<file path="src/rtl/uart_tx_fifo_if.sv">
// Producer/uart handshake bundle for uart_tx_fifo: byte write port, FIFO status,
// and the din/send/txbusy link to the uart transmitter.
interface uart_tx_fifo_if #(
  parameter int AddrWidth = 4
);
  logic [7:0]         wdata;
  logic               wr;
  logic               full;
  logic               empty;
  logic [AddrWidth:0] count;
  logic               overflow;
  logic [7:0]         txd;
  logic               send;
  logic               txbusy;

  modport master (
    output wdata, wr, txbusy,
    input  full, empty, count, overflow, txd, send
  );

  modport slave (
    input  wdata, wr, txbusy,
    output full, empty, count, overflow, txd, send
  );
endinterface

</file>
<file path="src/rtl/uart_tx_fifo.sv">
// Byte FIFO feeding the uart transmitter: producers push bytes at any rate and a
// three-state sequencer hands them to the uart one at a time via send/txbusy.
module uart_tx_fifo #(
  parameter int AddrWidth = 4
) (
  input logic           clk,
  input logic           reset,
  uart_tx_fifo_if.slave bus
);

  localparam int Depth = 1 << AddrWidth;

  typedef enum logic [1:0] {
    IDLE,
    REQ,
    BUSY
  } state_e;

  state_e               state_q, state_d;
  logic [7:0]           mem_q [Depth];
  logic [AddrWidth-1:0] wp_q, wp_d;
  logic [AddrWidth-1:0] rp_q, rp_d;
  logic [AddrWidth:0]   count_q, count_d;
  logic                 overflow_q, overflow_d;
  logic [7:0]           txd_q, txd_d;
  logic                 send_q, send_d;

  logic full;
  logic empty;
  logic accept;
  logic pop;

  // Occupancy is its own register, so full and empty never depend on pointer equality.
  assign full   = (count_q == (AddrWidth + 1)'(Depth));
  assign empty  = (count_q == '0);
  assign accept = bus.wr && !full;
  assign pop    = (state_q == IDLE) && !empty && !bus.txbusy;

  always_comb begin
    wp_d       = wp_q;
    rp_d       = rp_q;
    count_d    = count_q;
    overflow_d = bus.wr && full;
    if (accept) begin
      wp_d = wp_q + 1'b1;
    end
    if (pop) begin
      rp_d = rp_q + 1'b1;
    end
    if (accept && !pop) begin
      count_d = count_q + (AddrWidth + 1)'(1);
    end else if (pop && !accept) begin
      count_d = count_q - (AddrWidth + 1)'(1);
    end
  end

  always_comb begin
    state_d = state_q;
    send_d  = send_q;
    txd_d   = txd_q;
    case (state_q)
      IDLE: begin
        if (pop) begin
          txd_d   = mem_q[rp_q];
          send_d  = 1'b1;
          state_d = REQ;
        end
      end
      REQ: begin
        if (bus.txbusy) begin
          send_d  = 1'b0;
          state_d = BUSY;
        end
      end
      BUSY: begin
        if (!bus.txbusy) begin
          state_d = IDLE;
        end
      end
      default: begin
        send_d  = 1'b0;
        state_d = IDLE;
      end
    endcase
  end

  always_ff @(posedge clk or negedge reset) begin
    if (!reset) begin
      state_q    <= IDLE;
      wp_q       <= '0;
      rp_q       <= '0;
      count_q    <= '0;
      overflow_q <= 1'b0;
      txd_q      <= 8'h00;
      send_q     <= 1'b0;
    end else begin
      state_q    <= state_d;
      wp_q       <= wp_d;
      rp_q       <= rp_d;
      count_q    <= count_d;
      overflow_q <= overflow_d;
      txd_q      <= txd_d;
      send_q     <= send_d;
    end
  end

  // Storage is deliberately left out of reset; only the pointers define valid data.
  always_ff @(posedge clk) begin
    if (accept) begin
      mem_q[wp_q] <= bus.wdata;
    end
  end

  assign bus.full     = full;
  assign bus.empty    = empty;
  assign bus.count    = count_q;
  assign bus.overflow = overflow_q;
  assign bus.txd      = txd_q;
  assign bus.send     = send_q;

endmodule

</file>
<file path="src/flat_wrapper.sv">
// flat-port wrapper written by rule: the top's interface ports become plain ports
module uart_tx_fifo_flat 
#(
  parameter int AddrWidth = 4
)
  (clk, reset, bus_wdata, bus_wr, bus_txbusy, bus_full, bus_empty, bus_count, bus_overflow, bus_txd, bus_send);
  uart_tx_fifo_if #(.AddrWidth(AddrWidth)) bus_i ();
  input logic clk;
  input logic reset;
  input wire logic [$bits(bus_i.wdata)-1:0] bus_wdata;
  input wire logic [$bits(bus_i.wr)-1:0] bus_wr;
  input wire logic [$bits(bus_i.txbusy)-1:0] bus_txbusy;
  output wire logic [$bits(bus_i.full)-1:0] bus_full;
  output wire logic [$bits(bus_i.empty)-1:0] bus_empty;
  output wire logic [$bits(bus_i.count)-1:0] bus_count;
  output wire logic [$bits(bus_i.overflow)-1:0] bus_overflow;
  output wire logic [$bits(bus_i.txd)-1:0] bus_txd;
  output wire logic [$bits(bus_i.send)-1:0] bus_send;
  assign bus_i.wdata = bus_wdata;
  assign bus_i.wr = bus_wr;
  assign bus_i.txbusy = bus_txbusy;
  assign bus_full = bus_i.full;
  assign bus_empty = bus_i.empty;
  assign bus_count = bus_i.count;
  assign bus_overflow = bus_i.overflow;
  assign bus_txd = bus_i.txd;
  assign bus_send = bus_i.send;
  uart_tx_fifo #(.AddrWidth(AddrWidth)) u_core (.clk(clk), .reset(reset), .bus(bus_i));
endmodule
</file>
<file path="config.mk">
export PLATFORM = sky130hd
export DESIGN_NAME = uart_tx_fifo_flat
export DESIGN_NICKNAME = d
export VERILOG_FILES = /design/src/rtl/uart_tx_fifo_if.sv /design/src/rtl/uart_tx_fifo.sv /design/src/flat_wrapper.sv
export SDC_FILE = /design/constraint.sdc
export NUM_CORES = 1
export LEC_CHECK = 0
export CORE_ASPECT_RATIO = 1.1
export CORE_UTILIZATION = 64
export DETAILED_ROUTE_END_ITERATION = 6
export PLACE_DENSITY = 0.85
export SLEW_MARGIN = 40
export SYNTH_ARGS = -nofsm -noshare
export SYNTH_HDL_FRONTEND = slang
export SYNTH_SLANG_ARGS = --single-unit
</file>
<file path="constraint.sdc">
create_clock -name clk -period 5.5 [get_ports clk]
set_input_delay 0.55 -clock clk [delete_from_list [all_inputs] [get_ports clk]]
set_output_delay 0.55 -clock clk [all_outputs]
set_load 0.02 [all_outputs]
</file>
# ---- Yosys cells after proc, flatten, opt, wreduce, memory -nomap -nowiden
# Memory sizes are Yosys's and may differ from the RTL's. A register that Yosys moved wholly into a read port is not among the register bits.
# Cells that the tools add are included.
dict set report word_totals {
  input_bits 12
  register_bits 17
  wordCells 47
  memories 1
  mem_bits_rw 128
}
dict set report op_classes {
  n_bitwise 1
  addsub 4
  n_mux 11
  n_reduce_logical 18
  n_eq_ne 6
}
# name words width rd rd_ports_with_merged_regs write_ports line_no
set mem_list {}
lappend mem_list {u_core.mem_q 16 8 1 1 1 uart_tx_fifo.sv:20} ;# logic [7:0] mem_q [Depth];
# op count
set op_table {}
lappend op_table {{$mux W5} 2}
lappend op_table {{$add A4 B1 Y4 const B} 2}
lappend op_table {{$logic_and A1 B1 Y1} 6}
lappend op_table {{$logic_not A1 Y1} 6}
lappend op_table {{$mux W2} 3}
lappend op_table {{$pmux W2 S3} 1}
lappend op_table {{$reduce_and A3 Y1} 2}
lappend op_table {{$add A5 B1 Y5 const B} 1}
lappend op_table {{$eq A5 B5 Y1 const B} 1}
lappend op_table {{$logic_not A5 Y1} 1}
lappend op_table {{$sub A5 B1 Y5 const B} 1}
lappend op_table {{$mux W1} 4}
lappend op_table {{$ne A2 B2 Y1 const B} 2}
lappend op_table {{$pmux W1 S3} 1}
lappend op_table {{$eq A2 B1 Y1 const B} 1}
lappend op_table {{$eq A2 B2 Y1 const B} 1}
lappend op_table {{$logic_not A2 Y1} 1}
lappend op_table {{$ne A2 B1 Y1 const B} 1}
lappend op_table {{$reduce_and A2 Y1} 1}
lappend op_table {{$reduce_bool A2 Y1} 1}
lappend op_table {{$not A1 Y1} 1}

# ---- Depth between registers and ports, before layout
dict set report depth {
  depth_word 7
  mapped_depth 11
  mapped_depth_nobuf 10
}

# ---- Worst setup path before layout
# No wires, ideal clock.
dict set report synth_timing {
  path_type {register to register}
  from {register u_core.count_q[1], in the netlist u_core.bus.count[1]}
  to {register u_core.count_q[4], in the netlist u_core.bus.count[4]}
  setup_slack_ns 2.757
  path_stages_with_launch 12
  arrival_time_ns 2.662
  required_ns 5.419
  n_path_buf 1
  cell_sequence {dfrtp_1 -> nor4_4 -> and2_1 -> nor2b_1 -> buf_2 -> ha_1 -> inv_1 -> ha_1 -> a21o_1 -> a21oi_1 -> mux2i_1 -> xnor2_1}
}
dict set report synth_between {
  word_cells_on_any_way 16
}
# item line_no
set synth_lines {}
lappend synth_lines {{from (decl)} uart_tx_fifo.sv:23} ;# logic [AddrWidth:0] count_q, count_d;
lappend synth_lines {{from (signal assigned)} uart_tx_fifo.sv:100} ;# count_q <= count_d;
lappend synth_lines {{$eq A5 B5 Y1 (*)} uart_tx_fifo.sv:34} ;# assign full = (count_q == (AddrWidth + 1)'(Depth));
lappend synth_lines {{via bus_full} flat_wrapper.sv:13} ;# output wire logic [$bits(bus_i.full)-1:0] bus_full;
lappend synth_lines {{$logic_not A1 Y1 (*)} uart_tx_fifo.sv:36} ;# assign accept = bus.wr && !full;
lappend synth_lines {{$logic_and A1 B1 Y1 (*)} uart_tx_fifo.sv:36}
lappend synth_lines {{via u_core.accept} uart_tx_fifo.sv:30} ;# logic accept;
lappend synth_lines {{$logic_not A1 Y1} uart_tx_fifo.sv:52} ;# end else if (pop && !accept) begin
lappend synth_lines {{$logic_and A1 B1 Y1} uart_tx_fifo.sv:52}
lappend synth_lines {{$reduce_bool A2 Y1 (no line)} n/a}
# The timed path passes the listed nets; every way through them passes the cells marked *. The select of a mux whose other input is x is not followed.
# A chain may end at the register's enable or synchronous reset.

# ---- Final worst setup path
dict set report layout_timing {
  from {register u_core.count_q[0], in the netlist u_core.bus.count[0]}
  to {register u_core.count_q[4], in the netlist u_core.bus.count[4]}
}
dict set report layout_between {
  elab_chain_cells 7
  word_cells_on_any_way 16
}
# item
set layout_lines {}
lappend layout_lines {{branches (longest 7 deep; another with $sub A5 B1 Y5)}}
# Parallel ways; which one is timed is not known. The select of a mux whose other input is x is not followed.

==> out/summary.txt <==
CTS root buffer: clkbuf_8
Total Nets Final: 379
CTS tree: built
htree depth: 4
Synth top area share: 0.620
syn avg cell area: 19.2 µm²
Worst Setup End Kind: flip-flop
worst-path maximum fanout: 9
top-count cell post-synth: edfxtp_1
Clock Latency Late Sink: 0.52 ns
GPL Wtd Cong: 0.835
Core Rows: 37
slowest stage delay, CP: 0.65 ns
TNS Setup: 0 ns
total power: 3760 µW
Max Buffers Root-to-Sink: 2
pin count of the biggest net entering global routing: 35
share of layout cells above drive strength 1: 0.195
clock transition at the registers of the reported paths: 0.06 ns
Synth Register Bits: 153
IO Count: 29
cell mode on critical path: ha_1
post-DP HPWL: 7140 µm
Peak supply drop: 0.000318 V
Lkg Pwr: 0.00242 µW
final setup fails: 0
ANT cells: 0
syn nets: 346
post-synth cell types: 37
EDFF count, synth: 128
die area: 10100 µm²
total setup buffers inserted after CTS: 0
Post-CTS Hold Buffers: 0
Hold Path Class: input port to asynchronous set/reset pin
crit path cell chain: nor4_4 -> and2_1 -> nor2b_1 -> ha_1 -> inv_1 -> ha_1 -> a21o_1 -> a21oi_1 -> mux2i_1 -> xnor2_1
drt drc: 0
drt first-iter violations: 260
Setup crit start kind: flip-flop
synthesis-to-finish area growth: 14.0%
Overflow after GRT: 0
CTS buffer count: 17
asr flop ratio synth: 0.163
Synth warnings: 0
fin crit period: 3.10 ns
Synth top cells by count: edfxtp_1, dfrtp_1, mux4_2, o22ai_1, nor2_1
Synth Instances: 323
most area-consuming cells after synthesis: edfxtp_1, dfrtp_1, mux4_2
Arr. time, crit path: 3.55 ns
Final period util: 0.564
WP data required: 5.95 ns
Setup Crit Path Kind: flip-flop to flip-flop
clock sinks: 153
die height: 105 µm
Avg WL per Cell: 24.8 µm
vias in the first global route: 3119
remaining antenna violation count: 0
Final Util: 0.751
initial antenna violation count: 0
Port Buffers: 28
Clock Skew: 0.00756 ns
Synth area leader: edfxtp_1
Hold Vio Cnt, Final: 0
First-pass DRT Iterations: 5
Slew Limit Headroom: 0.440
Max Transition Viols Final: 0
measured slew at the worst slew-check pin: 0.837 ns
total wire length: 12000 µm
most common flop cell mapped by yosys: edfxtp_1
total number of vias: 3125
Seq/Total Area, Yosys: 0.721
DIE WIDTH: 95.8 µm
CTS resizes: 0
core area: 9400 µm²
Placed Area: 6540 µm²
worst hold slack: 0.0306 ns
first-pass GRT wire length: 18200 µm
Worst path slowest cell: nor2b_1
fmax: 0.322 GHz
status: finished, final reports clean
Initial Util: 0.659
unrepaired setup endpoints after global routing: false
synthesized area: 6190 µm²
Overall Global Routing Usage: 0.270
vias per cell: 6.43
Pwr Density: 533 nW/µm²
Final Cell Area: 7060 µm²
MaxCap Viol Count: 0
==> where the power goes <==
part	total, µW	switching (µW)	internal, µW	leakage (µW)
sequential	1660	213	1450	0.00145
combinational	1080	547	535	0.000721
clock	1020	446	573	0.000249
total	3760	1210	2550	0.00242
==> path summary, 6_finish.rpt <==
check / endpoint / cells after the start / slack [ns] / start
worst min-delay path: u_core.bus.count[0]$_DFFE_PN0P_ / 1 / 0.03 / reset
max in group asynchronous: u_core.rp_q[2]$_DFFE_PN0P_ / 1 / 5.01 / reset
min in group clk: u_core.bus.send$_DFFE_PN0P_ / 2 / 0.52 / u_core.bus.send$_DFFE_PN0P_
worst max register to register: u_core.bus.count[4]$_DFFE_PN0P_ / 10 / 2.40 / u_core.bus.count[0]$_DFFE_PN0P_
worst min register to register: u_core.bus.send$_DFFE_PN0P_ / 2 / 0.52 / u_core.bus.send$_DFFE_PN0P_
worst max-delay path: u_core.bus.count[4]$_DFFE_PN0P_ / 10 / 2.40 / u_core.bus.count[0]$_DFFE_PN0P_
==> state kept, by name, indices dropped and copies added, names as in the netlist <==
register,flops
u_core.rp_q,4
u_core.bus.send,1
u_core.wp_q,4
u_core.bus.overflow,1
u_core.mem_q,128
u_core.bus.count,5
u_core.state_q,2
u_core.bus.txd,8
==> cell type report <==
cell class,instances,area (µm²)
Sequential cell,153,4470
Fill cell,513,2340
Multi-Input combinational cell,144,1590
Clock buffer,20,445
Timing Repair Buffer,31,302
Tap cell,117,146
Clock inverter,12,76.3
Inverter,9,33.8
==> cell families (layout without fill, tap and decap cells) <==
group | Yosys count | in the layout | synth area share
AO/OA/AOI/OAI | 35 | 35 | 0.0360
XOR/XNOR | 11 | 11 | 0.0156
adder cells (fa/ha/maj) | 11 | 11 | 0.0234
buffers and inverters | 26 | 72 | 0.0263
flip-flops | 153 | 153 | 0.721
multiplexers | 42 | 42 | 0.142
AND/OR/NAND/NOR | 45 | 45 | 0.0351
==> through the flow <==
stage / std cells / worst slack, ns
6_report: 486 / 2.40
3_3_place_gp: 452 / 1.99
4_1_cts: 486 / 2.45
3_5_place_dp: 454 / 2.15
2_1_floorplan: 323 / 2.76
5_1_grt: 486 / 2.31
==> cells in the final DEF, fill, tap and decap left out, drive strengths merged, types with 6 or more instances in the layout <==
cell type and n:
ha 10, dfrtp 25, a21oi 11, xnor2 8, inv 10, mux4 32, clkbuf 20, clkinv 6
clkdlybuf4s50 27, o22ai 16, mux2 9, edfxtp 128, nand2 14, nor2 15
==> per-layer routing <==
layer,routed length [µm],GRT usage
met1,4840,0.380
met2,6010,0.414
met3,899,0.0640
met4,282,0.103
met5,0,0
==> worst max-delay path: cells and delay by family, from the launching register on <==
kind	cells	cell delay (ns)
muxes	1	0.26
adders and majority gates	2	0.69
AOI/OAI and AO/OA	2	0.36
xor gates and xnor gates	1	0.14
DFF	1	0.49
and+or+nand+nor	3	0.94
buffers and inverters	1	0.13
Note: power is estimated with default switching activity, not from simulation.
